--- src/rtl/fir_pkg.sv ---
// ---------------------------------------------------------------------------
// fir_pkg : shared widths, FSM states and output rounding/saturation.
// Revision: 1.0
// ---------------------------------------------------------------------------
`default_nettype none

package fir_pkg;
  localparam int DW    = 16;
  localparam int NTAP  = 64;
  localparam int AW    = 6;
  localparam int ACCW  = 2 * DW + AW;
  localparam int SHIFT = 15;

  localparam logic signed [ACCW-1:0] C_RND = ACCW'(1) << (SHIFT - 1);
  localparam logic signed [ACCW-1:0] C_HI  = ACCW'((2 ** (DW - 1)) - 1);
  localparam logic signed [ACCW-1:0] C_LO  = ACCW'(-(2 ** (DW - 1)));

  typedef enum logic [1:0] {IDLE, RUN, DRAIN, DONE} state_t;

  // Round half up, scale Q1.15 back to sample units, clamp to DW bits.
  function automatic logic signed [DW-1:0] sat16(input logic signed [ACCW-1:0] acc);
    logic signed [ACCW-1:0] w_r;
    w_r = (acc + C_RND) >>> SHIFT;
    if (w_r > C_HI)      sat16 = C_HI[DW-1:0];
    else if (w_r < C_LO) sat16 = C_LO[DW-1:0];
    else                 sat16 = w_r[DW-1:0];
  endfunction
endpackage

`default_nettype wire

--- src/rtl/fir64_cmem_seq_if.sv ---
// ---------------------------------------------------------------------------
// fir64_cmem_seq_if : sample input, coefficient ROM and result handshakes.
// Revision: 1.0
// ---------------------------------------------------------------------------
`default_nettype none

interface fir64_cmem_seq_if;
  import fir_pkg::*;

  logic                 in_valid;
  logic                 in_ready;
  logic signed [DW-1:0] in_data;
  logic [AW-1:0]        cmem_a;
  logic signed [DW-1:0] cmem_q;
  logic                 out_valid;
  logic                 out_ready;
  logic signed [DW-1:0] out_data;

  modport master (
    output in_valid, in_data, cmem_q, out_ready,
    input  in_ready, cmem_a, out_valid, out_data
  );

  modport slave (
    input  in_valid, in_data, cmem_q, out_ready,
    output in_ready, cmem_a, out_valid, out_data
  );
endinterface

`default_nettype wire

--- src/rtl/fir_hist_buf.sv ---
// ---------------------------------------------------------------------------
// fir_hist_buf : NTAP x DW circular sample history, async read, sync clear.
// Revision: 1.0
// ---------------------------------------------------------------------------
`default_nettype none

module fir_hist_buf
  import fir_pkg::*;
(
  input  wire logic                 clk,
  input  wire logic                 rst_n,
  input  wire logic                 i_clr,
  input  wire logic                 i_we,
  input  wire logic [AW-1:0]        i_waddr,
  input  wire logic signed [DW-1:0] i_wdata,
  input  wire logic [AW-1:0]        i_raddr,
  output logic signed [DW-1:0]      o_rdata
);

  logic signed [DW-1:0] r_mem [NTAP];

  always_ff @(posedge clk or negedge rst_n) begin
    if (!rst_n) begin
      for (int i = 0; i < NTAP; i++) r_mem[i] <= '0;
    end else if (i_clr) begin
      for (int i = 0; i < NTAP; i++) r_mem[i] <= '0;
    end else if (i_we) begin
      r_mem[i_waddr] <= i_wdata;
    end
  end

  assign o_rdata = r_mem[i_raddr];

endmodule

`default_nettype wire

--- src/rtl/fir64_cmem_seq.sv ---
// ---------------------------------------------------------------------------
// fir64_cmem_seq : 64-tap FIR sequencer driving an external coefficient ROM
//                  through one time-shared, pipelined multiply-accumulate.
// Revision: 1.0
// ---------------------------------------------------------------------------
`default_nettype none

module fir64_cmem_seq
  import fir_pkg::*;
(
  input  wire logic          clk,
  input  wire logic          rst_n,
  input  wire logic          clr,
  fir64_cmem_seq_if.slave    bus,
  output logic               busy
);

  state_t                 r_state;
  state_t                 w_state_nxt;
  logic [AW-1:0]          r_wr_ptr;
  logic [AW-1:0]          r_newest;
  logic [AW-1:0]          r_tap;
  logic signed [ACCW-1:0] r_acc;
  logic signed [2*DW-1:0] r_prod;
  logic                   r_prod_v;
  logic signed [DW-1:0]   r_out_data;

  logic                   w_in_ready;
  logic                   w_out_valid;
  logic                   w_busy;
  logic [AW-1:0]          w_cmem_a;
  logic                   w_accept;
  logic signed [DW-1:0]   w_sample;
  logic signed [2*DW-1:0] w_q_ext;
  logic signed [2*DW-1:0] w_s_ext;
  logic signed [2*DW-1:0] w_prod;
  logic signed [ACCW-1:0] w_acc_sum;

  assign w_accept  = (r_state == IDLE) && bus.in_valid && !clr;
  assign w_q_ext   = {{DW{bus.cmem_q[DW-1]}}, bus.cmem_q};
  assign w_s_ext   = {{DW{w_sample[DW-1]}}, w_sample};
  assign w_prod    = w_q_ext * w_s_ext;
  assign w_acc_sum = r_acc + ACCW'(r_prod);

  // Tap k reads the sample k positions older than the newest one.
  fir_hist_buf u_hist (
    .clk     (clk),
    .rst_n   (rst_n),
    .i_clr   (clr),
    .i_we    (w_accept),
    .i_waddr (r_wr_ptr),
    .i_wdata (bus.in_data),
    .i_raddr (r_newest - r_tap),
    .o_rdata (w_sample)
  );

  always_ff @(posedge clk or negedge rst_n) begin
    if (!rst_n) r_state <= IDLE;
    else        r_state <= w_state_nxt;
  end

  always_comb begin
    w_state_nxt = r_state;
    w_in_ready  = 1'b0;
    w_out_valid = 1'b0;
    w_busy      = 1'b0;
    w_cmem_a    = '0;
    case (r_state)
      IDLE: begin
        w_in_ready = 1'b1;
        if (bus.in_valid) w_state_nxt = RUN;
      end
      RUN: begin
        w_busy   = 1'b1;
        w_cmem_a = r_tap;
        if (r_tap == AW'(NTAP - 1)) w_state_nxt = DRAIN;
      end
      DRAIN: begin
        w_busy      = 1'b1;
        w_state_nxt = DONE;
      end
      DONE: begin
        w_out_valid = 1'b1;
        if (bus.out_ready) w_state_nxt = IDLE;
      end
      default: w_state_nxt = IDLE;
    endcase
    if (clr) w_state_nxt = IDLE;
  end

  // Products lag the tap by one cycle; DRAIN folds in the final product.
  always_ff @(posedge clk or negedge rst_n) begin
    if (!rst_n) begin
      r_wr_ptr   <= '0;
      r_newest   <= '0;
      r_tap      <= '0;
      r_acc      <= '0;
      r_prod     <= '0;
      r_prod_v   <= 1'b0;
      r_out_data <= '0;
    end else if (clr) begin
      r_wr_ptr <= '0;
      r_tap    <= '0;
      r_acc    <= '0;
      r_prod_v <= 1'b0;
    end else begin
      case (r_state)
        IDLE: begin
          if (bus.in_valid) begin
            r_newest <= r_wr_ptr;
            r_wr_ptr <= r_wr_ptr + AW'(1);
            r_tap    <= '0;
            r_acc    <= '0;
            r_prod_v <= 1'b0;
          end
        end
        RUN: begin
          r_prod   <= w_prod;
          r_prod_v <= 1'b1;
          if (r_prod_v) r_acc <= w_acc_sum;
          r_tap    <= r_tap + AW'(1);
        end
        DRAIN: begin
          r_acc      <= w_acc_sum;
          r_prod_v   <= 1'b0;
          r_out_data <= sat16(w_acc_sum);
        end
        default: ;
      endcase
    end
  end

  assign bus.in_ready  = w_in_ready;
  assign bus.out_valid = w_out_valid;
  assign bus.out_data  = r_out_data;
  assign bus.cmem_a    = w_cmem_a;
  assign busy          = w_busy;

endmodule

`default_nettype wire

--- src/flat_wrapper.sv ---
// flat-port wrapper written by rule: the top's interface ports become plain ports
module fir64_cmem_seq_flat import fir_pkg::*;
  (clk, rst_n, clr, busy, bus_in_valid, bus_in_data, bus_cmem_q, bus_out_ready, bus_in_ready, bus_cmem_a, bus_out_valid, bus_out_data);
  fir64_cmem_seq_if bus_i ();
  input  wire logic clk;
  input  wire logic rst_n;
  input  wire logic clr;
  output logic busy;
  input wire logic [$bits(bus_i.in_valid)-1:0] bus_in_valid;
  input wire logic [$bits(bus_i.in_data)-1:0] bus_in_data;
  input wire logic [$bits(bus_i.cmem_q)-1:0] bus_cmem_q;
  input wire logic [$bits(bus_i.out_ready)-1:0] bus_out_ready;
  output wire logic [$bits(bus_i.in_ready)-1:0] bus_in_ready;
  output wire logic [$bits(bus_i.cmem_a)-1:0] bus_cmem_a;
  output wire logic [$bits(bus_i.out_valid)-1:0] bus_out_valid;
  output wire logic [$bits(bus_i.out_data)-1:0] bus_out_data;
  assign bus_i.in_valid = bus_in_valid;
  assign bus_i.in_data = bus_in_data;
  assign bus_i.cmem_q = bus_cmem_q;
  assign bus_i.out_ready = bus_out_ready;
  assign bus_in_ready = bus_i.in_ready;
  assign bus_cmem_a = bus_i.cmem_a;
  assign bus_out_valid = bus_i.out_valid;
  assign bus_out_data = bus_i.out_data;
  fir64_cmem_seq u_core (.clk(clk), .rst_n(rst_n), .clr(clr), .bus(bus_i), .busy(busy));
endmodule
--- config.mk ---
export PLATFORM = sky130hd
export DESIGN_NAME = fir64_cmem_seq_flat
export DESIGN_NICKNAME = d
export VERILOG_FILES = /design/src/rtl/fir_pkg.sv /design/src/rtl/fir64_cmem_seq_if.sv /design/src/rtl/fir_hist_buf.sv /design/src/rtl/fir64_cmem_seq.sv /design/src/flat_wrapper.sv
export SDC_FILE = /design/constraint.sdc
export NUM_CORES = 2
export LEC_CHECK = 0
export ABC_AREA = 1
export CORE_MARGIN = 5
export CORE_UTILIZATION = 32
export DETAILED_ROUTE_END_ITERATION = 12
export GPL_ROUTABILITY_DRIVEN = 0
export HOLD_SLACK_MARGIN = 0.15
export PLACE_DENSITY = 0.56
export SLEW_MARGIN = 40
export SYNTH_ARGS = -nofsm -noshare
export SYNTH_HDL_FRONTEND = slang
export SYNTH_SLANG_ARGS = --single-unit
export TNS_END_PERCENT = 30
--- constraint.sdc ---
create_clock -name clk -period 9.7 [get_ports clk]
set_clock_uncertainty 0.05 [all_clocks]
set_input_delay 1.94 -clock clk [delete_from_list [all_inputs] [get_ports clk]]
set_output_delay 1.94 -clock clk [all_outputs]
set_load 0.05 [all_outputs]
==> metrics.md <==
| Metric | Value |
|---|---|
| Outcome | finished clean |
| P&R area growth vs syn | 13.23% |
| Critical Path RT | 10330 ps |
| Initial antenna violation count | 0 |
| Fin cells | 10290 |
| Startpoint types | register |
| Die Ht | 457.7 µm |
| Routed vias | 55240 |
| Final worst-path cycle share | 95.61% |
| FILL cells | 20350 |
| Area of the core | 199700 µm² |
| Slew @ Worst Pin | 918.2 ps |
| Slowest CP cell | fa_4 |
| Slew headroom | 38.79% |
| Drt via density | 5.369 |
| Setup WS post-layout | 425.7 ps |
| Syn Inst Count | 7682 |
| Num rows | 164 |
| Sequential fraction of the synthesis area | 44.12% |
| Critical path launch point | u_core.r_tap[0] |
| Synth Net Count | 8114 |
| CTS sink count | 1131 |
| H-tree levels | 4 |
| Final hold viol count | 0 |
| Reg2reg end | u_core.r_prod[22] |
| Final min period | 9274 ps |
| Port Buffer Count | 61 |
| RSZ-0062 raised after global routing | yes |
| Nets | 7969 |
| Final setup fails | 0 |
| Fin. max-slew vios | 0 |
| R2r worst-path depth | 34 |
| Main flop type after synthesis | dfrtp_1 |
| Pre-CTS setup slack | 570.7 ps |
| Largest net degree at the start of global routing | 145 |
| Die area | 209500 µm² |
| Fin area | 72640 µm² |
| Placed Area | 68240 µm² |
| Post-CTS Repair Setup Buffers | 0 |
| First-pass GRT wire length | 335400 µm |
| Syn_area_per_cell | 8.350 µm² |
| Layout cell share with drive strength beyond 1 | 7.274% |
| Ys Warns | 0 |
| Routed len/inst | 21.12 µm |
| Worst path max stage delay | 700 ps |
| DRC viols | 0 |
| CTS tree | yes |
| Hold-fix buffers, CTS | 0 |
| CP Capture Type | register |
| GRT Residual Overflow | 0 |
| EDFF count, synth | 0 |
| Synthesized area | 64150 µm² |
| Tightest Hold Check Type | register to register |
| Vias in the first global route | 55090 |
| GRT Overall Usage | 20.21% |
| Post-Route WL | 217300 µm |
| Die width | 457.7 µm |
| Worst-path clk slew | 60 ps |
| Clk root buf | clkbuf_16 |
| Num CTS Buffers | 131 |
| Critical path endpoint | u_core.r_prod[22] |
| Pre-antenna DRT Iters | 6 |
| Initial cell density of the core | 32.13% |
| Crit path kind | register to register |
| Post-cts resize count | 0 |
| Max FO, Critical Path | 57 |
| Fmax | 107.8 MHz |
| Hold_sp | u_core.r_prod[4] |
| R2R Setup Slk | 430 ps |
| Yosys reg bits | 1131 |
| Total negative setup slack | 0 ps |
| Clock buffer depth | 3 |
| Clk_lat worst skew | 780 ps |
| Async set or reset register ratio after synthesis | 100.0% |
| CP arrival | 9900 ps |
| Final HPWL DP | 143000 µm |
| Final ANT Viol Nets | 0 |
| Max_cap viols | 0 |
| DP Cell Count | 10060 |
| DRT iter0 DRCs | 5510 |
| IO Count | 62 |
| Unique cell type count in the Yosys netlist | 51 |
| Worst r2r src | u_core.r_tap[0] |
| Top cell by count, worst path | fa_1 |
[metrics by stage]
step	utilization (%)	hold slack (ps)
after floorplan	-	398.3
after global placement	34.04	422.4
after detailed placement	34.18	425.3
after CTS	36.32	438.3
after global routing	36.38	462.6
final	36.38	435.8
[worst max-delay path, delay by kind of cell (launching register included)]
kind,cells,cell delay (ps)
AOI/OAI and AO/OA,7,1440
adders and majority gates,9,3880
buffers and inverters,8,1450
DFF,1,450
and+or+nand+nor,10,1850
[worst min-delay path by stage]
stage                     slack (ps)  cells after the start               end
after floorplan                  400                      2  u_core.r_prod[2]
after global placement           420                      2  u_core.r_acc[19]
after detailed placement         430                      2  u_core.r_prod[4]
after CTS                        440                      2  u_core.r_prod[4]
after global routing             460                      2  u_core.r_acc[30]
final                            440                      2  u_core.r_prod[4]
[cell type report]
cell class	instances	area, µm²	share of cell area [%]
Clock inverter	36	372.9	0.5133
Sequential cell	1131	28300	38.96
Multi-Input combinational cell	4483	28480	39.21
Inverter	1561	5871	8.082
Clock buffer	190	3906	5.378
Timing Repair Buffer	229	2377	3.273
Antenna cell	2	5.005	0.006890
Tap cell	2656	3323	4.575
[synthesized netlist by cell type (19+ instances only)]
library cell     n  area (µm²)
xor2_1          29       254.0
o21ai_0        674        3373
a21oi_1        739        3699
o21ai_1         64       320.3
inv_1         1533        5754
ha_1           130        1627
nor3_1          22       110.1
nand3_1        318        1592
nor2_1         300        1126
fa_1           265        5305
dfrtp_1       1131       28300
nand2_1        718        2695
clkbuf_1       447        1678
nand2_2         43       269.0
nor2_2          19       118.9
o22ai_1       1024        6406
nand4_1         22       137.6
buf_1           49       183.9
[per-layer routing]
layer,routed length (µm),GRT usage [%],vias to the layer above,part of all wire (%)
li1,-,-,25190,-
met2,97370,31.10,2158,45
met1,95000,28.06,27470,44
met5,94,0.3444,-,0.043
met4,9100,8.213,2,4.2
met3,15760,3.740,423,7.3
[flip-flops by register name, summed over array words and instances (netlist names)]
name and count:
u_core.r_acc 38, u_core.bus.out_data 16, u_core.r_prod_v 1, u_core.r_state 2, u_core.r_wr_ptr 6, u_core.r_tap 6, u_core.u_hist.r_mem 1024, u_core.r_prod 32
u_core.r_newest 6
[placed cells by master (no fill, tap or decap), drive strengths merged, types with 4 or more instances in the layout]
| master | Yosys | layout |
|---|---|---|
| a21oi | 752 | 752 |
| a31oi | 12 | 12 |
| a32oi | 5 | 5 |
| buf | 60 | 169 |
| bufinv | 0 | 4 |
| clkbuf | 447 | 190 |
| clkdlybuf4s50 | 0 | 60 |
| clkinv | 17 | 40 |
| dfrtp | 1131 | 1131 |
| fa | 265 | 265 |
| ha | 130 | 130 |
| inv | 1544 | 1552 |
| nand2 | 770 | 770 |
| nand3 | 325 | 325 |
| nand4 | 22 | 22 |
| nor2 | 326 | 326 |
| nor3 | 22 | 22 |
| o21ai | 738 | 738 |
| o21bai | 9 | 9 |
| o22ai | 1024 | 1024 |
| or2 | 8 | 8 |
| xnor2 | 17 | 17 |
| xor2 | 29 | 29 |
[cells by family (layout without fill, tap and decap cells)]
kind of cell	after synthesis	in the layout	synth area share, %
simple gates	1484	1484	10.06
flops	1131	1131	44.12
fa+ha+maj	395	395	10.81
xor+xnor	46	46	0.6398
compound gates	2558	2558	22.22
buf+inv	2068	2016	12.16
other cells	0	2	0
Power is not shown: default switching activity piles up to over one toggle a cycle in this logic, so the estimate is an artifact.
